`config.mk`:
```
export PLATFORM = sky130hd
export DESIGN_NAME = spi_cmd_queue
export DESIGN_NICKNAME = d
export VERILOG_FILES = /design/src/rtl/spi_cmd_queue.sv
export SDC_FILE = /design/constraint.sdc
export NUM_CORES = 1
export LEC_CHECK = 0
export CAP_MARGIN = 0
export CORE_ASPECT_RATIO = 1.25
export CORE_MARGIN = 1
export CORE_UTILIZATION = 53
export DETAILED_ROUTE_END_ITERATION = 7
export PLACE_DENSITY_LB_ADDON = 0.2
export SLEW_MARGIN = 20
export SYNTH_ARGS = -nofsm -noshare
export SYNTH_HDL_FRONTEND = slang
export SYNTH_SLANG_ARGS = --single-unit
```
`constraint.sdc`:
```
create_clock -name clk -period 4.5 [get_ports clk]
set_clock_uncertainty 0.2 [all_clocks]
set_input_delay 0.9 -clock clk [delete_from_list [all_inputs] [get_ports clk]]
set_output_delay 0.9 -clock clk [all_outputs]
set_load 0.005 [all_outputs]
```
`src/rtl/spi_cmd_queue.sv`:
```
// spi_cmd_queue: buffers SPI commands, sequences them one at a time into an
// SPI controller, and queues the responses back in command order.
//
// Ports
//   clk, rst            : system clock, synchronous active-high reset
//   cmd_*               : command push interface (valid/ready), mode/len/cs/data
//   rsp_*               : response pop interface (valid/ready), data + error flag
//   spi_scom            : one-cycle start pulse to the SPI controller
//   spi_cpol/cpha/...   : transaction setup, held from SETUP until the next SETUP
//   spi_busy, spi_rx    : controller status and received bytes
//   cmd_level/rsp_level : FIFO occupancies
//   txn_count           : completed transactions (wraps)
module spi_cmd_queue #(
    parameter int unsigned DEPTH        = 4,
    parameter int unsigned BUSY_TIMEOUT = 7
) (
    input  logic        clk,
    input  logic        rst,
    input  logic        cmd_valid,
    output logic        cmd_ready,
    input  logic [1:0]  cmd_mode,
    input  logic [1:0]  cmd_len,
    input  logic [7:0]  cmd_cs,
    input  logic [31:0] cmd_data,
    output logic        rsp_valid,
    input  logic        rsp_ready,
    output logic [31:0] rsp_data,
    output logic        rsp_err,
    output logic        spi_scom,
    output logic        spi_cpol,
    output logic        spi_cpha,
    output logic [1:0]  spi_data_len,
    output logic [7:0]  spi_cs,
    output logic [31:0] spi_tx,
    input  logic        spi_busy,
    input  logic [31:0] spi_rx,
    output logic [4:0]  cmd_level,
    output logic [4:0]  rsp_level,
    output logic [15:0] txn_count
);

    localparam int unsigned PtrW        = (DEPTH > 1) ? $clog2(DEPTH) : 1;
    localparam logic [4:0]  DepthLvl    = 5'(DEPTH);
    // Last count value spent waiting for busy; a zero timeout behaves like one.
    localparam logic [15:0] TimeoutLast = (BUSY_TIMEOUT > 0) ? 16'(BUSY_TIMEOUT - 1) : 16'd0;
    localparam int unsigned CmdW        = 44;
    localparam int unsigned RspW        = 33;

    typedef enum logic [2:0] {
        StIdle,
        StSetup,
        StLaunch,
        StWaitBusy,
        StWaitDone,
        StCapture
    } state_e;

    // ------------------------------------------------------------------
    // Command FIFO: entry = {mode[1:0], len[1:0], cs[7:0], data[31:0]}
    // ------------------------------------------------------------------
    logic [CmdW-1:0] cmd_mem_q [DEPTH];
    logic [CmdW-1:0] cmd_mem_d [DEPTH];
    logic [PtrW-1:0] cmd_wr_q, cmd_wr_d;
    logic [PtrW-1:0] cmd_rd_q, cmd_rd_d;
    logic [4:0]      cmd_level_q, cmd_level_d;
    logic            cmd_push, cmd_pop;
    logic [CmdW-1:0] cmd_head;

    // ------------------------------------------------------------------
    // Response FIFO: entry = {err, data[31:0]}
    // ------------------------------------------------------------------
    logic [RspW-1:0] rsp_mem_q [DEPTH];
    logic [RspW-1:0] rsp_mem_d [DEPTH];
    logic [PtrW-1:0] rsp_wr_q, rsp_wr_d;
    logic [PtrW-1:0] rsp_rd_q, rsp_rd_d;
    logic [4:0]      rsp_level_q, rsp_level_d;
    logic            rsp_push, rsp_pop;
    logic [RspW-1:0] rsp_wdata;
    logic [RspW-1:0] rsp_head;

    // ------------------------------------------------------------------
    // Sequencer state and SPI-side registers
    // ------------------------------------------------------------------
    state_e      state_q, state_d;
    logic [15:0] cnt_q, cnt_d;
    logic        err_q, err_d;
    logic        cpol_q, cpol_d;
    logic        cpha_q, cpha_d;
    logic [1:0]  len_q, len_d;
    logic [7:0]  cs_q, cs_d;
    logic [31:0] tx_q, tx_d;
    logic [15:0] txn_q, txn_d;
    logic        inflight;
    logic        dispatch_ok;
    logic [31:0] rx_masked;

    assign cmd_ready = (cmd_level_q != DepthLvl);
    assign cmd_push  = cmd_valid && cmd_ready;
    assign cmd_head  = cmd_mem_q[cmd_rd_q];

    assign rsp_valid = (rsp_level_q != 5'd0);
    assign rsp_pop   = rsp_valid && rsp_ready;
    assign rsp_head  = rsp_mem_q[rsp_rd_q];
    // Storage is not reset, so the head is masked while the FIFO is empty.
    assign rsp_data  = rsp_valid ? rsp_head[31:0] : 32'h0;
    assign rsp_err   = rsp_valid && rsp_head[32];

    // The sequencer handles one transaction at a time, so at most one response
    // slot is ever reserved beyond those already occupied.
    assign inflight    = (state_q != StIdle);
    assign dispatch_ok = (cmd_level_q != 5'd0) &&
                         ((rsp_level_q + {4'd0, inflight}) < DepthLvl);

    // ------------------------------------------------------------------
    // Command FIFO next state
    // ------------------------------------------------------------------
    always_comb begin
        cmd_mem_d   = cmd_mem_q;
        cmd_wr_d    = cmd_wr_q;
        cmd_rd_d    = cmd_rd_q;
        cmd_level_d = cmd_level_q;
        if (cmd_push) begin
            cmd_mem_d[cmd_wr_q] = {cmd_mode, cmd_len, cmd_cs, cmd_data};
            cmd_wr_d            = cmd_wr_q + PtrW'(1);
        end
        if (cmd_pop) begin
            cmd_rd_d = cmd_rd_q + PtrW'(1);
        end
        case ({cmd_push, cmd_pop})
            2'b10:   cmd_level_d = cmd_level_q + 5'd1;
            2'b01:   cmd_level_d = cmd_level_q - 5'd1;
            default: cmd_level_d = cmd_level_q;
        endcase
    end

    // ------------------------------------------------------------------
    // Response FIFO next state
    // ------------------------------------------------------------------
    always_comb begin
        rsp_mem_d   = rsp_mem_q;
        rsp_wr_d    = rsp_wr_q;
        rsp_rd_d    = rsp_rd_q;
        rsp_level_d = rsp_level_q;
        if (rsp_push) begin
            rsp_mem_d[rsp_wr_q] = rsp_wdata;
            rsp_wr_d            = rsp_wr_q + PtrW'(1);
        end
        if (rsp_pop) begin
            rsp_rd_d = rsp_rd_q + PtrW'(1);
        end
        case ({rsp_push, rsp_pop})
            2'b10:   rsp_level_d = rsp_level_q + 5'd1;
            2'b01:   rsp_level_d = rsp_level_q - 5'd1;
            default: rsp_level_d = rsp_level_q;
        endcase
    end

    // Keep only the bytes actually clocked in; the rest of spi_rx is stale.
    always_comb begin
        rx_masked = 32'h0;
        case (len_q)
            2'd0:    rx_masked = {24'h0, spi_rx[7:0]};
            2'd1:    rx_masked = {16'h0, spi_rx[15:0]};
            2'd2:    rx_masked = {8'h0, spi_rx[23:0]};
            default: rx_masked = spi_rx;
        endcase
    end

    // ------------------------------------------------------------------
    // Sequencer next state
    // ------------------------------------------------------------------
    always_comb begin
        state_d   = state_q;
        cnt_d     = cnt_q;
        err_d     = err_q;
        cpol_d    = cpol_q;
        cpha_d    = cpha_q;
        len_d     = len_q;
        cs_d      = cs_q;
        tx_d      = tx_q;
        txn_d     = txn_q;
        cmd_pop   = 1'b0;
        rsp_push  = 1'b0;
        rsp_wdata = '0;

        case (state_q)
            StIdle: begin
                // The head is popped on the edge into SETUP so the SPI setup
                // lines are already stable for the whole SETUP cycle.
                if (dispatch_ok) begin
                    cmd_pop = 1'b1;
                    cpol_d  = cmd_head[43];
                    cpha_d  = cmd_head[42];
                    len_d   = cmd_head[41:40];
                    cs_d    = cmd_head[39:32];
                    tx_d    = cmd_head[31:0];
                    state_d = StSetup;
                end
            end
            StSetup: begin
                state_d = StLaunch;
            end
            StLaunch: begin
                cnt_d   = 16'd0;
                err_d   = 1'b0;
                state_d = StWaitBusy;
            end
            StWaitBusy: begin
                if (spi_busy) begin
                    state_d = StWaitDone;
                end else if (cnt_q == TimeoutLast) begin
                    err_d   = 1'b1;
                    state_d = StCapture;
                end else begin
                    cnt_d = cnt_q + 16'd1;
                end
            end
            StWaitDone: begin
                if (!spi_busy) begin
                    state_d = StCapture;
                end
            end
            StCapture: begin
                // A slot was reserved at dispatch, so this push always fits.
                rsp_push  = 1'b1;
                rsp_wdata = err_q ? {1'b1, 32'h0} : {1'b0, rx_masked};
                txn_d     = txn_q + 16'd1;
                state_d   = StIdle;
            end
            default: begin
                state_d = StIdle;
            end
        endcase
    end

    // ------------------------------------------------------------------
    // State registers
    // ------------------------------------------------------------------
    always_ff @(posedge clk) begin
        if (rst) begin
            state_q     <= StIdle;
            cnt_q       <= 16'd0;
            err_q       <= 1'b0;
            cpol_q      <= 1'b0;
            cpha_q      <= 1'b0;
            len_q       <= 2'd0;
            cs_q        <= 8'hFF;
            tx_q        <= 32'h0;
            txn_q       <= 16'd0;
            cmd_wr_q    <= '0;
            cmd_rd_q    <= '0;
            cmd_level_q <= 5'd0;
            rsp_wr_q    <= '0;
            rsp_rd_q    <= '0;
            rsp_level_q <= 5'd0;
        end else begin
            state_q     <= state_d;
            cnt_q       <= cnt_d;
            err_q       <= err_d;
            cpol_q      <= cpol_d;
            cpha_q      <= cpha_d;
            len_q       <= len_d;
            cs_q        <= cs_d;
            tx_q        <= tx_d;
            txn_q       <= txn_d;
            cmd_wr_q    <= cmd_wr_d;
            cmd_rd_q    <= cmd_rd_d;
            cmd_level_q <= cmd_level_d;
            rsp_wr_q    <= rsp_wr_d;
            rsp_rd_q    <= rsp_rd_d;
            rsp_level_q <= rsp_level_d;
        end
    end

    // FIFO storage needs no reset; occupancy is tracked by the pointers.
    always_ff @(posedge clk) begin
        cmd_mem_q <= cmd_mem_d;
        rsp_mem_q <= rsp_mem_d;
    end

    // ------------------------------------------------------------------
    // Outputs
    // ------------------------------------------------------------------
    // Gated by rst so a reset landing in LAUNCH never leaks a start pulse.
    assign spi_scom     = (state_q == StLaunch) && !rst;
    assign spi_cpol     = cpol_q;
    assign spi_cpha     = cpha_q;
    assign spi_data_len = len_q;
    assign spi_cs       = cs_q;
    assign spi_tx       = tx_q;
    assign cmd_level    = cmd_level_q;
    assign rsp_level    = rsp_level_q;
    assign txn_count    = txn_q;

endmodule

```
### Word level (Yosys, flattened, before mapping)

Index checks and enable logic that the tools add are counted.

| storage, ports and cells | value |
|---|---|
| input port bits | 81 |
| ROM bits | 0 |
| register bits | 406 |
| memory bits (writable) | 0 |
| output and inout bits | 106 |
| memories kept | 0 |
| latch bits | 0 |

| operators by class | value |
|---|---|
| div/mod/pow operators | 0 |
| $add $sub $neg | 11 |
| shifts and indexed selects | 0 |
| multipliers | 0 |
| equal/unequal tests | 19 |
| mux-type cells | 32 |
| reductions and logical operators | 20 |
| $lt $le $gt $ge | 7 |
| bitwise gates (word level) | 4 |

Operators by type and width:

| cell | count |
|---|---|
| 176-bit bitwise mux | 1 |
| 33-bit two-way mux | 5 |
| 132-bit bitwise mux | 1 |
| 44-bit two-way mux | 3 |
| 32-bit one-hot mux with 3 select lines | 1 |
| 44-bit binary-select mux with 2-bit select | 1 |
| 44-bit demux with 2-bit select | 1 |
| 33-bit binary-select mux with 2-bit select | 1 |
| 33-bit demux with 2-bit select | 1 |
| 16-bit by 1-bit adder with 16-bit output, second input constant | 2 |
| 16-bit two-way mux | 2 |
| 32-bit two-way mux | 1 |
| 16-bit one-hot mux with 2 select lines | 1 |
| 5-bit one-hot mux with 2 select lines | 2 |
| 16-bit by 3-bit == test with 1-bit output, second input constant | 1 |
| 3-bit one-hot mux with 5 select lines | 1 |
| 3-bit greater-or-equal comparator, second input constant | 4 |
| 3-bit two-way mux | 4 |
| 2-bit NOT with 3-bit output | 4 |
| 5-bit by 1-bit adder with 5-bit output, second input constant | 2 |
| 2-bit inequality test, second input constant | 5 |
| 5-bit nonzero test | 2 |
| 5-bit by 1-bit subtractor with 5-bit output, second input constant | 2 |
| 3-bit AND reduction | 3 |
| other kinds (20) | 42 |

### Longest topological paths before layout

Gate-level depths: netlist (run 1).

| logic depth | value |
|---|---|
| depth after elaboration | 8 |
| gate-level depth with buffers | 14 |
| mapped depth without buffers | 12 |

### Worst setup path after synthesis (run 1)

OpenSTA, ideal clock, no wires.

| path | value |
|---|---|
| kind | register to register |
| start | register cmd_level_q[4], in the netlist cmd_level[4] |
| end | register cmd_level_q[4], in the netlist cmd_level[4] |
| period minus slack after synthesis | 3.258 ns |
| buffers on the path | 2 |
| stages on the path, launching flop included | 14 |
| required time | 4.179 ns |
| slack | 1.242 ns |
| data arrival time | 2.937 ns |
| path through | dfxtp_1 or4_1 o21ai_1 or3_1 buf_4 inv_2 buf_2 ha_1 ha_1 nor2b_1 o21ai_0 a21oi_1 or3b_1 mux2_2 |

| on the way | value |
|---|---|
| cells in the longest elaborated chain, start to end | 6 |

RTL lines:

| element | line | text |
|---|---|---|
| from (decl) | 65 | `logic [4:0] cmd_level_q, cmd_level_d;` |
| from (signal assigned) | 268 | `cmd_level_q <= cmd_level_d;` |
| 5-bit nonzero test * | 111 | `assign dispatch_ok = (cmd_level_q != 5'd0) &&` |
| 1-bit logical AND * | 111 |  |
| 1-bit two-way mux * | 190 | `if (dispatch_ok) begin` |
| 1-bit two-way mux * | 186 | `case (state_q)` |
| net cmd_pop | 66 | `logic cmd_push, cmd_pop;` |
| 2-bit by 1-bit == test with 1-bit output or 2-bit == test (tied branches) | 129 | `case ({cmd_push, cmd_pop})` |
| 5-bit one-hot mux with 2 select lines or 2-bit nonzero test (tied branches) | - |  |

Mark *: on every way through the listed nets, which the timed path passes. The rest lies on a longest branch.
A chain may end at the register's enable or synchronous reset.

### Final worst setup path (run 1)

| path | value |
|---|---|
| start | register rsp_rd_q[0] |
| end | output rsp_data[31] |

| on the way | value |
|---|---|
| cells in the longest elaborated chain, start to end | 5 |

RTL lines:

| element | line | text |
|---|---|---|
| from (decl) | 75 | `logic [PtrW-1:0] rsp_rd_q, rsp_rd_d;` |
| from (signal assigned) | 270 | `rsp_rd_q <= rsp_rd_d;` |
| 2-bit NOT with 3-bit output (not written as such) | 103 | `assign rsp_head = rsp_mem_q[rsp_rd_q];` |
| 33-bit binary-select mux with 2-bit select | 103 |  |
| 33-bit two-way mux (not written as such) (2 in a row) | 103 |  |
| 32-bit two-way mux | 105 | `assign rsp_data = rsp_valid ? rsp_head[31:0] : 32'h0;` |
| to (decl) | 27 | `output logic [31:0] rsp_data,` |

No other way between the ends. The select of a mux whose other input is x is not followed.

==> flow_summary.yaml, run 1 <==
die:
  core_mm2: 0.0294
  io_pins: 187
  die_w_um: 157
  num_rows: 70
  die_y_um: 196
  start_util_pct: 54.1
  die_area_mm2: 0.0307
synth:
  ys.flop_type: "edfxtp_1"
  synthesis.nets: 1105
  syn-cell-area_mm2: 0.0159
  ys_warn_count: 0
  ys_async_sr_fraction_pct: 0
  synthDistinctLibCells: 48
  syn_inst: 1003
  synth-edff-count: 308
  yosys_register_bits: 406
  avgSynthCellArea_um2: 15.9
  yosysSeqAreaShare_pct: 70.5
clock_tree:
  numCtsBuffers: 40
  cts.htree.levels: 2
  cts_setup_buffers: 0
  clock_sink_count: 406
  cts_buffer_depth: 3
  cts.clk_slew.worst_paths_ns: 0.06
  cts_tree: "done"
  cts_resized: 0
  clk_latency_ns: 0.53
  hold_buffers: 0
  clockRootBuffer: "clkbuf_16"
power_and_ir_drop:
  power_w: 0.0100
  p_leak_nw: 6.63
  powerDensity_mw_per_mm2: 516
  peakVddDrop_v: 0.000476
setup_path:
  startpoint: "rsp_rd_q[0]"
  worstPathCellList: "buf_12 -> mux4_2 -> and2_1 -> clkdlybuf4s50_1"
  start_kind: "register"
  cp_slowest_cell: "dfxtp_2"
  critPathArrivalTime_ns: 2.55
  slowest_delay_ns: 0.55
  worstSetupEndpointType: "primary output"
  crit_fanout: 27
  critPathRequiredTime_ns: 3.40
  r2r_start: "state_q[2]"
  worst-setup-path-type: "register to primary output"
sta:
  grt_setup_unrepaired: "false"
  max_slew_margin_pct: 30.4
  tns_ns: 0
  period_share_pct: 81.0
  whs_ns: 0.253
  drv_slew: 0
  clock.fmax_mhz: 274
  setup_violations: 0
  post-route-min-period_ns: 3.65
  worst_pin_slew_ns: 1.04
  hold_viol_final: 0
place:
  dp_hpwl_um: 19000
  portBuffers: 186
  gp_congestion: 0.760
detailed_routing:
  dr.pass1.iters: 4
  wl_um: 31600
  postRouteAntennaNets: 0
  vias: 8842
  wl_per_cell_um: 19.5
  drc: 0
  drt_iter0_drc: 423
  viasPerCell: 5.46
global_routing:
  antenna_found_initial: 0
  grt-ovfl-total: 0
  track_usage_pct: 21.3
  grt_pass1_vias: 9130
  grt_max_degree: 87
  grt_pass1_wl_um: 49600
run:
  max-cap-violations: 0
finish:
  area_delta_synth_final_pct: 22.4
  antennaDiodeCount: 0
  multiInputGateArea_mm2: 0.00440
  num-nets-final: 1295
  layout_commonest_cell: "edfxtp_1"
  seqCellArea_mm2: 0.0112
  layout_common_cells: "edfxtp_1, clkdlybuf4s50_1, nand2_1"
  drive_gt1_share_pct: 13.4
  nFillCells: 2132
run_status:
  status: "complete, no violations"
hold_path:
  hp-class: "register to register"
  worstHoldStart: "spi_tx[12]"
## worst max-delay path: cells and delay by family, from the launching register on
kind                   cells  cell delay, ns
and+or+nand+nor            1            0.18
buffers and inverters      2            0.76
DFF                        1            0.55
muxes                      1            0.53
## path summary, 6_finish.rpt
kind                  end  slack [ns]  depth (start not counted)
max reg2reg  cmd_level[4]        1.20                         12
min reg2reg    spi_tx[12]        0.25                          2
max          rsp_data[31]        0.85                          4
min            spi_tx[12]        0.25                          2
## logic make-up after synthesis
| kind of cell | count (synthesis) | share of synthesized area [%] |
|---|---|---|
| and+or+nand+nor | 317 | 10.2 |
| AOI/OAI and AO/OA | 74 | 2.45 |
| buffers and inverters | 69 | 2.00 |
| xor gates and xnor gates | 35 | 1.93 |
| muxes | 81 | 11.2 |
| DFF | 406 | 70.5 |
| adders and majority gates | 21 | 1.75 |
## layout make-up
cell class	count	share of cell area, %
flip-flops and latches	406	57.6
multi-input cells	528	22.6
repair buffers	198	10.1
clock buffers	56	5.66
well taps	396	2.54
clock inverters	17	1.10
inverters	19	0.366
## where the power goes
group          leakage, nW  internal (W)  switching (W)
Combinational         2.26      0.000997       0.000991
Sequential            3.73       0.00441       0.000306
Clock                0.640       0.00200        0.00134
## flip-flops by register name (all words and copies together), names as in the netlist
name          flops
cmd_wr_q          2
rsp_mem_q       132
spi_tx           32
state_q           3
cnt_q            16
spi_cpol          1
spi_cs            8
err_q             1
cmd_mem_q       176
spi_data_len      2
cmd_level         5
rsp_rd_q          2
rsp_level         5
spi_cpha          1
cmd_rd_q          2
rsp_wr_q          2
txn_count        16
## cells in the mapped netlist (3+ instances only)
| master | count | area share, % |
|---|---|---|
| edfxtp_1 | 308 | 58 |
| nand2_1 | 108 | 2.5 |
| dfxtp_1 | 98 | 12 |
| mux4_2 | 77 | 11 |
| and2_1 | 65 | 2.6 |
| a21oi_1 | 58 | 1.8 |
| nor2_1 | 48 | 1.1 |
| clkbuf_1 | 28 | 0.66 |
| xor2_1 | 21 | 1.2 |
| and3_1 | 19 | 0.75 |
| ha_1 | 19 | 1.5 |
| inv_1 | 18 | 0.42 |
| buf_2 | 14 | 0.44 |
| xnor2_1 | 14 | 0.77 |
| nand3_1 | 13 | 0.41 |
| nand4_1 | 11 | 0.43 |
| nand3b_1 | 9 | 0.42 |
| nor3_1 | 7 | 0.22 |
| nor2b_1 | 6 | 0.24 |
| nor4_1 | 6 | 0.24 |
| o21ai_0 | 6 | 0.19 |
| buf_6 | 5 | 0.35 |
| or3_1 | 5 | 0.20 |
| and4_1 | 4 | 0.22 |
| nor3b_1 | 3 | 0.14 |
## per-stage QoR
stage / utilization, % / instance area [um2] / cells / setup slack [ns]
final: 66.2 / 19500 / 1620 / 0.853
after global routing: 66.2 / 19500 / 1620 / 0.710
after CTS: 66.2 / 19500 / 1620 / 0.791
after detailed placement: 61.7 / 18200 / 1547 / 0.800
after global placement: 61.7 / 18200 / 1547 / 0.869
after floorplan: - / 15900 / 1003 / 1.24
## layer usage
layer / routed length [um] / part of all wire (%) / up-vias / global-route usage, %
li1: - / - / 4149 / -
met3: 2060 / 6.5 / 36 / 4.64
met4: 557 / 1.8 / 0 / 5.81
met5: 0 / 0 / - / 0
met1: 12600 / 40 / 4429 / 26.3
met2: 16300 / 52 / 228 / 37.5
(Power assumes the default switching activity.)
==> inputs of run 2 (changes only) <==
--- a/config.mk
+++ b/config.mk
@@ -8,7 +8,7 @@
 export CAP_MARGIN = 0
 export CORE_ASPECT_RATIO = 1.25
 export CORE_MARGIN = 1
-export CORE_UTILIZATION = 53
+export CORE_UTILIZATION = 50
 export DETAILED_ROUTE_END_ITERATION = 7
 export PLACE_DENSITY_LB_ADDON = 0.2
 export SLEW_MARGIN = 20
==> constraint.sdc (replaced) <==
create_clock -name clk -period 3.2 [get_ports clk]
set_clock_uncertainty 0.2 [all_clocks]
set_input_delay 0.64 -clock clk [delete_from_list [all_inputs] [get_ports clk]]
set_output_delay 0.64 -clock clk [all_outputs]
set_load 0.005 [all_outputs]
==> flow_summary.yaml, run 2 (same netlist as run 1, synthesis figures left out) <==
power_and_ir_drop:
  powerDensity_mw_per_mm2: 709
  p_leak_nw: 6.91
  peakVddDrop_v: 0.000608
die:
  num_rows: 72
  core_mm2: 0.0312
  die_y_um: 201
  die_w_um: 162
  io_pins: 187
  die_area_mm2: 0.0325
  start_util_pct: 51.0
finish:
  antennaDiodeCount: 0
  fin_area_mm2: 0.0199
  area_delta_synth_final_pct: 25.2
  largest_register_ff_count: 176
  num-nets-final: 1334
  drive_gt1_share_pct: 16.6
  nFillCells: 2315
  regMostFlops: "cmd_mem_q"
  layout_commonest_cell: "edfxtp_1"
  layout_common_cells: "edfxtp_1, clkdlybuf4s50_1, nand2_1"
sta:
  period_share_pct: 97.6
  setup_violations: 0
  worst_pin_slew_ns: 1.01
  clock.fmax_mhz: 320
  final.setup.worst_slack_ns: 0.0754
  max_slew_margin_pct: 32.5
  post-route-min-period_ns: 3.12
  whs_ns: 0.253
  grt_setup_unrepaired: "true"
  drv_slew: 0
  hold_viol_final: 0
clock_tree:
  cts.htree.levels: 2
  clock_sink_count: 406
  numCtsBuffers: 40
  clk_latency_ns: 0.54
  cts_tree: "done"
  clockRootBuffer: "clkbuf_16"
  cts_buffer_depth: 3
  cts.clk_slew.worst_paths_ns: 0.06
setup_path:
  critPathRequiredTime_ns: 2.36
  crit_fanout: 8
  worst-setup-path-type: "register to primary output"
  worstSetupEndpointType: "primary output"
  start_kind: "register"
  critPathArrivalTime_ns: 2.28
place:
  dp_hpwl_um: 20400
  dpl-instance-area_mm2: 0.0185
  post-place-ws_ns: -0.140
  portBuffers: 186
  gp_congestion: 0.783
detailed_routing:
  viasPerCell: 5.39
  dr.pass1.iters: 5
  wl_um: 32500
  vias: 8999
  postRouteAntennaNets: 0
  drc: 0
  wl_per_cell_um: 19.5
  drt_iter0_drc: 461
global_routing:
  grt_max_degree: 53
  track_usage_pct: 20.3
  grt_pass1_wl_um: 50700
  grt-ovfl-total: 0
  grt_pass1_vias: 9398
  antenna_found_initial: 0
run:
  max-cap-violations: 0
run_status:
  status: "complete, no violations"
hold_path:
  hp-class: "register to register"
## run 2: area by class of cell
type	count	area, um2	area share (%)
clock buffers	55	1070	5.36
well taps	407	509	2.56
clock inverters	19	184	0.924
multi-input cells	528	4430	22.2
repair buffers	237	2430	12.2
inverters	19	71.3	0.358
flip-flops and latches	406	11200	56.4
## run 2: layer usage
metal | wire length, um | track usage [%] | part of all wire (%) | vias to the layer above
met5 | 0 | 0 | 0 | -
met4 | 869 | 6.50 | 2.7 | 0
li1 | - | - | - | 4218
met3 | 2190 | 4.68 | 6.7 | 56
met2 | 16800 | 35.6 | 52 | 238
met1 | 12700 | 24.6 | 39 | 4487
## run 2: worst paths after layout
path | start | endpoint | slack, ns | cells past startpoint
worst max register to register | cmd_level[4] | cmd_level[4] | 0.15 | 11
worst min register to register | spi_tx[8] | spi_tx[8] | 0.25 | 2
worst min-delay path | spi_tx[8] | spi_tx[8] | 0.25 | 2
worst max-delay path | rsp_rd_q[0] | rsp_data[4] | 0.08 | 4
## run 2: worst max-delay path, cell delays in order (launching register included)
cell and delay, ns:
dfxtp_4 0.42, buf_6 0.19, mux4_2 0.53, and2_1 0.17, clkdlybuf4s50_1 0.44
## run 2: power breakdown
part	internal, W	switching (W)
combinational	0.00157	0.00156
clock	0.00252	0.00194
sequential	0.00620	0.000326
## run 2: through the flow
step | util, % | std cells | TNS [ns] | total power (W)
2_1_floorplan | - | 1003 | 0 | 0.00838
6_report | 63.9 | 1671 | 0 | 0.0141
3_5_place_dp | 59.5 | 1591 | -0.207 | 0.00974
5_1_grt | 63.9 | 1671 | -0.00863 | 0.0148
4_1_cts | 63.6 | 1667 | 0 | 0.0143
3_3_place_gp | 59.5 | 1591 | -0.0968 | 0.00966
## run 2: repair_timing
action,CTS,global route
cloned,0,2
hold buffers,0,0
setup endpoints to repair,2,21
gates resized for setup,3,11
buffers inserted,2,2
pin swaps,0,1
